$ cat src/rtl/pkt_stream_source_if.sv
// Signal bundle between the ingress word source, pkt_stream_source and the
// header creator that consumes whole packets.
interface pkt_stream_source_if #(
    parameter int BUS_W = 32,
    parameter int DEPTH = 16
);
    localparam int CW = $clog2(DEPTH) + 1;

    // Handshake: ingress is valid-only; in_ready_o is advisory and a word
    // presented while storage is full is dropped together with its packet.
    // Egress: packet_read_req_i is sampled only while idle; once
    // start_of_packet_o fires, the packet streams one word per cycle with
    // no stalls until pkt_eop_o.
    logic             in_valid_i;
    logic             in_sop_i;
    logic             in_eop_i;
    logic [BUS_W-1:0] in_data_i;
    logic             in_ready_o;
    logic             packet_read_req_i;
    logic             start_of_packet_o;
    logic [BUS_W-1:0] packet_bus_o;
    logic             pkt_valid_o;
    logic             pkt_eop_o;
    logic [15:0]      packet_id_o;
    logic [CW-1:0]    pkt_count_o;
    logic             drop_o;
    logic [1:0]       fsm_state;
    logic             wr_in_pkt;

    modport master (
        input  in_valid_i, in_sop_i, in_eop_i, in_data_i, packet_read_req_i,
        output in_ready_o, start_of_packet_o, packet_bus_o, pkt_valid_o,
               pkt_eop_o, packet_id_o, pkt_count_o, drop_o, fsm_state, wr_in_pkt
    );

    modport slave (
        output in_valid_i, in_sop_i, in_eop_i, in_data_i, packet_read_req_i,
        input  in_ready_o, start_of_packet_o, packet_bus_o, pkt_valid_o,
               pkt_eop_o, packet_id_o, pkt_count_o, drop_o, fsm_state, wr_in_pkt
    );
endinterface

$ cat src/rtl/pkt_stream_source.sv
// Store-and-forward packet buffer: commits only complete packets, then
// replays each one behind a start strobe tagged with a 16-bit sequence ID.
module pkt_stream_source #(
    parameter int BUS_W = 32,
    parameter int DEPTH = 16
) (
    input logic                 CLK,
    input logic                 reset,
    pkt_stream_source_if.master bus
);
    localparam int AW = $clog2(DEPTH);
    localparam int PW = AW + 1;

    typedef enum logic [1:0] {
        IDLE   = 2'd0,
        SOP    = 2'd1,
        STREAM = 2'd2
    } state_t;

    state_t          state;
    state_t          state_nxt;
    logic [PW-1:0]   rd_ptr;
    logic [PW-1:0]   wr_ptr;
    logic [PW-1:0]   wr_commit;
    logic [PW-1:0]   pkt_count;
    logic [15:0]     id_ctr;
    logic [15:0]     id_out;
    logic            in_pkt;
    logic            drop;
    logic [BUS_W:0]  mem [DEPTH];

    logic            full;
    logic            take;
    logic            wr_en;
    logic            commit;
    logic            start;
    logic [PW-1:0]   wr_addr;
    logic [BUS_W:0]  rd_word;

    // No bypass: a read in the same cycle does not free space for a write.
    assign full    = (wr_ptr - rd_ptr) == PW'(DEPTH);
    assign take    = bus.in_valid_i && (bus.in_sop_i || in_pkt);
    assign wr_addr = bus.in_sop_i ? wr_commit : wr_ptr;
    assign wr_en   = take && !full;
    assign commit  = wr_en && bus.in_eop_i;
    assign start   = (state == IDLE) && bus.packet_read_req_i && (pkt_count != '0);
    assign rd_word = mem[rd_ptr[AW-1:0]];

    always_ff @(posedge CLK) begin
        if (wr_en) begin
            mem[wr_addr[AW-1:0]] <= {bus.in_eop_i, bus.in_data_i};
        end
    end

    // A sop always restarts at wr_commit, silently abandoning a partial packet.
    always_ff @(posedge CLK or posedge reset) begin
        if (reset) begin
            wr_ptr    <= '0;
            wr_commit <= '0;
            in_pkt    <= 1'b0;
            drop      <= 1'b0;
        end else begin
            drop <= take && full;
            if (take && full) begin
                wr_ptr <= wr_commit;
                in_pkt <= 1'b0;
            end else if (wr_en) begin
                wr_ptr <= wr_addr + PW'(1);
                if (bus.in_eop_i) begin
                    wr_commit <= wr_addr + PW'(1);
                    in_pkt    <= 1'b0;
                end else begin
                    in_pkt <= 1'b1;
                end
            end
        end
    end

    always_ff @(posedge CLK or posedge reset) begin
        if (reset) begin
            pkt_count <= '0;
        end else begin
            case ({commit, start})
                2'b10:   pkt_count <= pkt_count + PW'(1);
                2'b01:   pkt_count <= pkt_count - PW'(1);
                default: pkt_count <= pkt_count;
            endcase
        end
    end

    always_ff @(posedge CLK or posedge reset) begin
        if (reset) begin
            state <= IDLE;
        end else begin
            state <= state_nxt;
        end
    end

    always_comb begin
        state_nxt = state;
        case (state)
            IDLE:    if (start) state_nxt = SOP;
            SOP:     state_nxt = STREAM;
            STREAM:  if (rd_word[BUS_W]) state_nxt = IDLE;
            default: state_nxt = IDLE;
        endcase
    end

    // The ID is latched on entry to SOP so it is already valid during the strobe.
    always_ff @(posedge CLK or posedge reset) begin
        if (reset) begin
            rd_ptr <= '0;
            id_ctr <= '0;
            id_out <= '0;
        end else begin
            if (state == STREAM) begin
                rd_ptr <= rd_ptr + PW'(1);
            end
            if (start) begin
                id_out <= id_ctr;
                id_ctr <= id_ctr + 16'd1;
            end
        end
    end

    always_comb begin
        bus.start_of_packet_o = 1'b0;
        bus.pkt_valid_o       = 1'b0;
        bus.pkt_eop_o         = 1'b0;
        bus.packet_bus_o      = '0;
        case (state)
            SOP: bus.start_of_packet_o = 1'b1;
            STREAM: begin
                bus.pkt_valid_o  = 1'b1;
                bus.pkt_eop_o    = rd_word[BUS_W];
                bus.packet_bus_o = rd_word[BUS_W-1:0];
            end
            default: ;
        endcase
    end

    assign bus.in_ready_o  = !full;
    assign bus.packet_id_o = id_out;
    assign bus.pkt_count_o = pkt_count;
    assign bus.drop_o      = drop;
    assign bus.fsm_state   = state;
    assign bus.wr_in_pkt   = in_pkt;
endmodule

$ cat src/flat_wrapper.sv
// flat-port wrapper written by rule: the top's interface ports become plain ports
module pkt_stream_source_flat 
#(
    parameter int BUS_W = 32,
    parameter int DEPTH = 16
)
  (CLK, reset, bus_in_valid_i, bus_in_sop_i, bus_in_eop_i, bus_in_data_i, bus_packet_read_req_i, bus_in_ready_o, bus_start_of_packet_o, bus_packet_bus_o, bus_pkt_valid_o, bus_pkt_eop_o, bus_packet_id_o, bus_pkt_count_o, bus_drop_o, bus_fsm_state, bus_wr_in_pkt);
  pkt_stream_source_if #(.BUS_W(BUS_W), .DEPTH(DEPTH)) bus_i ();
  input logic CLK;
  input logic reset;
  input wire logic [$bits(bus_i.in_valid_i)-1:0] bus_in_valid_i;
  input wire logic [$bits(bus_i.in_sop_i)-1:0] bus_in_sop_i;
  input wire logic [$bits(bus_i.in_eop_i)-1:0] bus_in_eop_i;
  input wire logic [$bits(bus_i.in_data_i)-1:0] bus_in_data_i;
  input wire logic [$bits(bus_i.packet_read_req_i)-1:0] bus_packet_read_req_i;
  output wire logic [$bits(bus_i.in_ready_o)-1:0] bus_in_ready_o;
  output wire logic [$bits(bus_i.start_of_packet_o)-1:0] bus_start_of_packet_o;
  output wire logic [$bits(bus_i.packet_bus_o)-1:0] bus_packet_bus_o;
  output wire logic [$bits(bus_i.pkt_valid_o)-1:0] bus_pkt_valid_o;
  output wire logic [$bits(bus_i.pkt_eop_o)-1:0] bus_pkt_eop_o;
  output wire logic [$bits(bus_i.packet_id_o)-1:0] bus_packet_id_o;
  output wire logic [$bits(bus_i.pkt_count_o)-1:0] bus_pkt_count_o;
  output wire logic [$bits(bus_i.drop_o)-1:0] bus_drop_o;
  output wire logic [$bits(bus_i.fsm_state)-1:0] bus_fsm_state;
  output wire logic [$bits(bus_i.wr_in_pkt)-1:0] bus_wr_in_pkt;
  assign bus_i.in_valid_i = bus_in_valid_i;
  assign bus_i.in_sop_i = bus_in_sop_i;
  assign bus_i.in_eop_i = bus_in_eop_i;
  assign bus_i.in_data_i = bus_in_data_i;
  assign bus_i.packet_read_req_i = bus_packet_read_req_i;
  assign bus_in_ready_o = bus_i.in_ready_o;
  assign bus_start_of_packet_o = bus_i.start_of_packet_o;
  assign bus_packet_bus_o = bus_i.packet_bus_o;
  assign bus_pkt_valid_o = bus_i.pkt_valid_o;
  assign bus_pkt_eop_o = bus_i.pkt_eop_o;
  assign bus_packet_id_o = bus_i.packet_id_o;
  assign bus_pkt_count_o = bus_i.pkt_count_o;
  assign bus_drop_o = bus_i.drop_o;
  assign bus_fsm_state = bus_i.fsm_state;
  assign bus_wr_in_pkt = bus_i.wr_in_pkt;
  pkt_stream_source #(.BUS_W(BUS_W), .DEPTH(DEPTH)) u_core (.CLK(CLK), .reset(reset), .bus(bus_i));
endmodule
$ cat config.mk
export PLATFORM = sky130hd
export DESIGN_NAME = pkt_stream_source_flat
export DESIGN_NICKNAME = d
export VERILOG_FILES = /design/src/rtl/pkt_stream_source_if.sv /design/src/rtl/pkt_stream_source.sv /design/src/flat_wrapper.sv
export SDC_FILE = /design/constraint.sdc
export NUM_CORES = 1
export LEC_CHECK = 0
export ABC_CLOCK_PERIOD_IN_PS = 8200
export CAP_MARGIN = 40
export CORE_ASPECT_RATIO = 1.1
export CORE_MARGIN = 2
export CORE_UTILIZATION = 55
export CTS_BUF_LIST = sky130_fd_sc_hd__clkbuf_16
export DETAILED_ROUTE_END_ITERATION = 16
export PLACE_DENSITY = 0.79
export SYNTH_ARGS = -nofsm -noshare
export SYNTH_HDL_FRONTEND = slang
export SYNTH_SLANG_ARGS = --single-unit
$ cat constraint.sdc
create_clock -name CLK -period 8.2 [get_ports CLK]
set_input_delay 0.82 -clock CLK [delete_from_list [all_inputs] [get_ports CLK]]
set_output_delay 0.82 -clock CLK [all_outputs]
set_load 0.02 [all_outputs]
==> out/metrics.yaml <==
vias: 12362
drc_errors: 0
die_height_um: 220
routed_wl_um: 49300
ctsResizeCount: 0
gp_congestion: 0.760
grt_overflow: 0
setup-tns-final_ns: 0
ant_nets: 0
grt_pass1_wl_um: 74700
die_area_sq_mm: 0.0443
wl_per_cell_um: 24.2
crit_fanout: 57
status: "completed"
r2r-end: "u_core.bus.pkt_count_o[4]"
start_util: 0.555
ys_ff_latch: 584
syn_area_sq_mm: 0.0234
endpoint_kind: "output pin"
worstPathArrival_ns: 4.02
holdPathEnd: "u_core.id_ctr[15]"
hp-start: "u_core.id_ctr[15]"
path_cells: "buf_4 > nor2_4 > buf_16 > a32oi_1 > o21ai_1 > o22ai_1 > clkdlybuf4s50_1"
holdPathStages: 1
first_pass_iters: 7
cts_buffer_depth: 3
min_period_ns: 4.84
r2r_start: "u_core.rd_ptr[0]"
worst_pin_slew_ns: 0.849
reg2reg_slack_ns: 4.28
setup_viol: 0
yosysUniqueCellTypes: 50
synth_flop_cell: "edfxtp_1"
syn_inst: 1310
leakage_nw: 9.23
numPortBuffers: 98
path_delay_family: "buffers and inverters"
seq_area_frac_synth: 0.736
grt_setup_unrepaired: "false"
finalMaxSlewViolations: 0
ir_drop_mv: 0.228
pre_cts_ws_ns: 4.14
hp-class: "flip-flop to flip-flop"
syn_to_final_growth_pct: 15.2
dpl.hpwl_um: 26400
postPlaceCellArea_sq_mm: 0.0251
clock_skew_ns: 0.0288
synth_edf_count: 528
groute.usage.overall: 0.224
placementRows: 79
fin_crit_sh: 0.590
core-area_sq_mm: 0.0422
via_per_inst: 6.07
clock-root-buffer: "clkbuf_16"
crit_type: "flip-flop to output pin"
reg2reg_depth: 14
avgSynthCellArea_sq_um: 17.9
final_area_sq_mm: 0.0270
nNetsFinal: 1476
cts_hold_buf: 0
synthTopCellsByArea: "edfxtp_1 (68%), mux4_2 (6.5%), dfrtp_1 (6.0%)"
hold_violations: 0
synthArstFlopShare: 0.0959
cp.required_ns: 7.38
cts_made_buffers: 55
cts_tree: "yes"
power_mw: 9.02
yosysTopAreaCell: "edfxtp_1"
fin_ws_ns: 3.36
die_w_um: 201
antenna_found_initial: 1
drive_gt1_frac: 0.170
clk_pin_slew_worst_paths_ns: 0.06
final_util: 0.640
grt_max_degree: 96
max_slew_margin: 0.434
cp_slowest_stage_delay_ns: 0.79
critPathBufInv: 3
clkLatencyLatePin_ns: 0.59
drv_cap: 0
cp_slowest_cell: "dfrtp_4"
powerDensity_mw_per_mm2: 334
num-fill-cells: 2812
synth_top_area_frac: 0.677
yosysWarningCount: 0
grt_pass1_vias: 12711
antennaDiodeCount: 0
max_freq_mhz: 207
cp-start-kind: "flip-flop"
syn_nets: 1363
drtIter0Drc: 1151
io_pins: 99
htree_levels: 2
postCtsSetupBuffers: 0
cts.sinks: 584
## area by class of cell
cell class	instances	area [sq um]	share of cell area
Sequential cell	584	17300	0.640
Clock buffer	55	1380	0.0510
Timing Repair Buffer	127	1380	0.0511
Clock inverter	47	546	0.0202
Tap cell	567	709	0.0263
Multi-Input combinational cell	637	5650	0.209
Inverter	18	72.6	0.00269
## cell families (layout without fill, tap and decap cells)
logic type / count (synthesis) / count (layout) / synth area share
AO/OA/AOI/OAI: 184 / 184 / 0.0516
XOR/XNOR: 28 / 28 / 0.0105
adder cells (fa/ha/maj): 15 / 15 / 0.00833
buffers and inverters: 89 / 247 / 0.0237
flip-flops: 584 / 584 / 0.736
multiplexers: 207 / 207 / 0.127
AND/OR/NAND/NOR: 203 / 203 / 0.0430
## where the power goes
part / total (mW) / internal, mW / switching [mW]
sequential: 3.73 / 3.50 / 0.229
combinational: 2.61 / 1.15 / 1.46
clock: 2.69 / 1.60 / 1.08
## sequential cells by signal, indices dropped and copies added, names as in the netlist
signal / cells
u_core.rd_ptr: 5
u_core.mem: 528
u_core.wr_commit: 5
u_core.bus.wr_in_pkt: 1
u_core.bus.drop_o: 1
u_core.wr_ptr: 5
u_core.bus.packet_id_o: 16
u_core.bus.pkt_count_o: 5
u_core.id_ctr: 16
u_core.bus.fsm_state: 2
## routing by layer
| metal | up-vias | routed length, um | track usage |
|---|---|---|---|
| met5 | - | 13 | 0 |
| met4 | 2 | 1610 | 0.0869 |
| met3 | 111 | 3510 | 0.0380 |
| met2 | 547 | 24700 | 0.384 |
| met1 | 6280 | 19400 | 0.292 |
| li1 | 5422 | - | - |
## through the flow
step / std cells / hold slack, ns
3_5_place_dp: 1933 / 0.463
3_3_place_gp: 1923 / 0.460
6_report: 2035 / 0.469
2_1_floorplan: 1310 / 0.445
5_1_grt: 2035 / 0.491
4_1_cts: 2035 / 0.477
## worst reg2reg max path: stages, from the launching register on
cell and delay [ns]:
dfrtp_4 0.99, ha_1 0.30, nand2b_1 0.07, nor3_1 0.18
o211a_1 0.40, inv_6 0.08, nand3_4 0.12, ha_1 0.25
inv_1 0.10, fa_1 0.41, nor2b_1 0.12, o21ai_0 0.09
nand3_1 0.09, or3b_2 0.45, xnor2_1 0.13
## synth_stat cells, types with 6 or more instances
library cell / instances
buf_6: 19
nor2b_1: 36
clkbuf_1: 18
ha_1: 14
nand4_1: 8
dfrtp_1: 56
o22ai_1: 33
mux2_2: 35
nand3_1: 10
buf_2: 23
mux4_2: 68
xnor2_1: 23
a32oi_1: 32
and2_1: 10
inv_1: 15
nor2_1: 7
edfxtp_1: 528
nand2_1: 106
a21oi_1: 35
mux2i_1: 104
a211oi_1: 32
o21ai_0: 37
buf_4: 6
and3_1: 10
## worst max path at each step
stage	slack, ns	cells past startpoint	from	to
CTS	3.41	7	u_core.rd_ptr[0]	bus_packet_bus_o[30]
floorplan	4.64	16	u_core.rd_ptr[2]	u_core.bus.pkt_count_o[4]
global route	3.27	7	u_core.rd_ptr[0]	bus_packet_bus_o[13]
detailed placement	4.14	7	u_core.rd_ptr[2]	bus_packet_bus_o[30]
finish	3.36	7	u_core.rd_ptr[2]	bus_packet_bus_o[30]
global placement	3.93	7	u_core.rd_ptr[1]	bus_pkt_eop_o
## cells in the final DEF, fill, tap and decap left out, types with 17 or more instances in the layout
cell type	count
clkdlybuf4s50_1	98
buf_4	17
nor2b_1	36
inv_1	22
a32oi_1	32
mux2i_1	104
nand2_1	106
clkbuf_16	55
a21oi_1	35
o21ai_0	37
edfxtp_1	528
xnor2_1	23
o22ai_1	33
mux4_2	68
dfrtp_1	53
a211oi_1	32
mux2_2	35
Power figures use the tool's default switching activity.
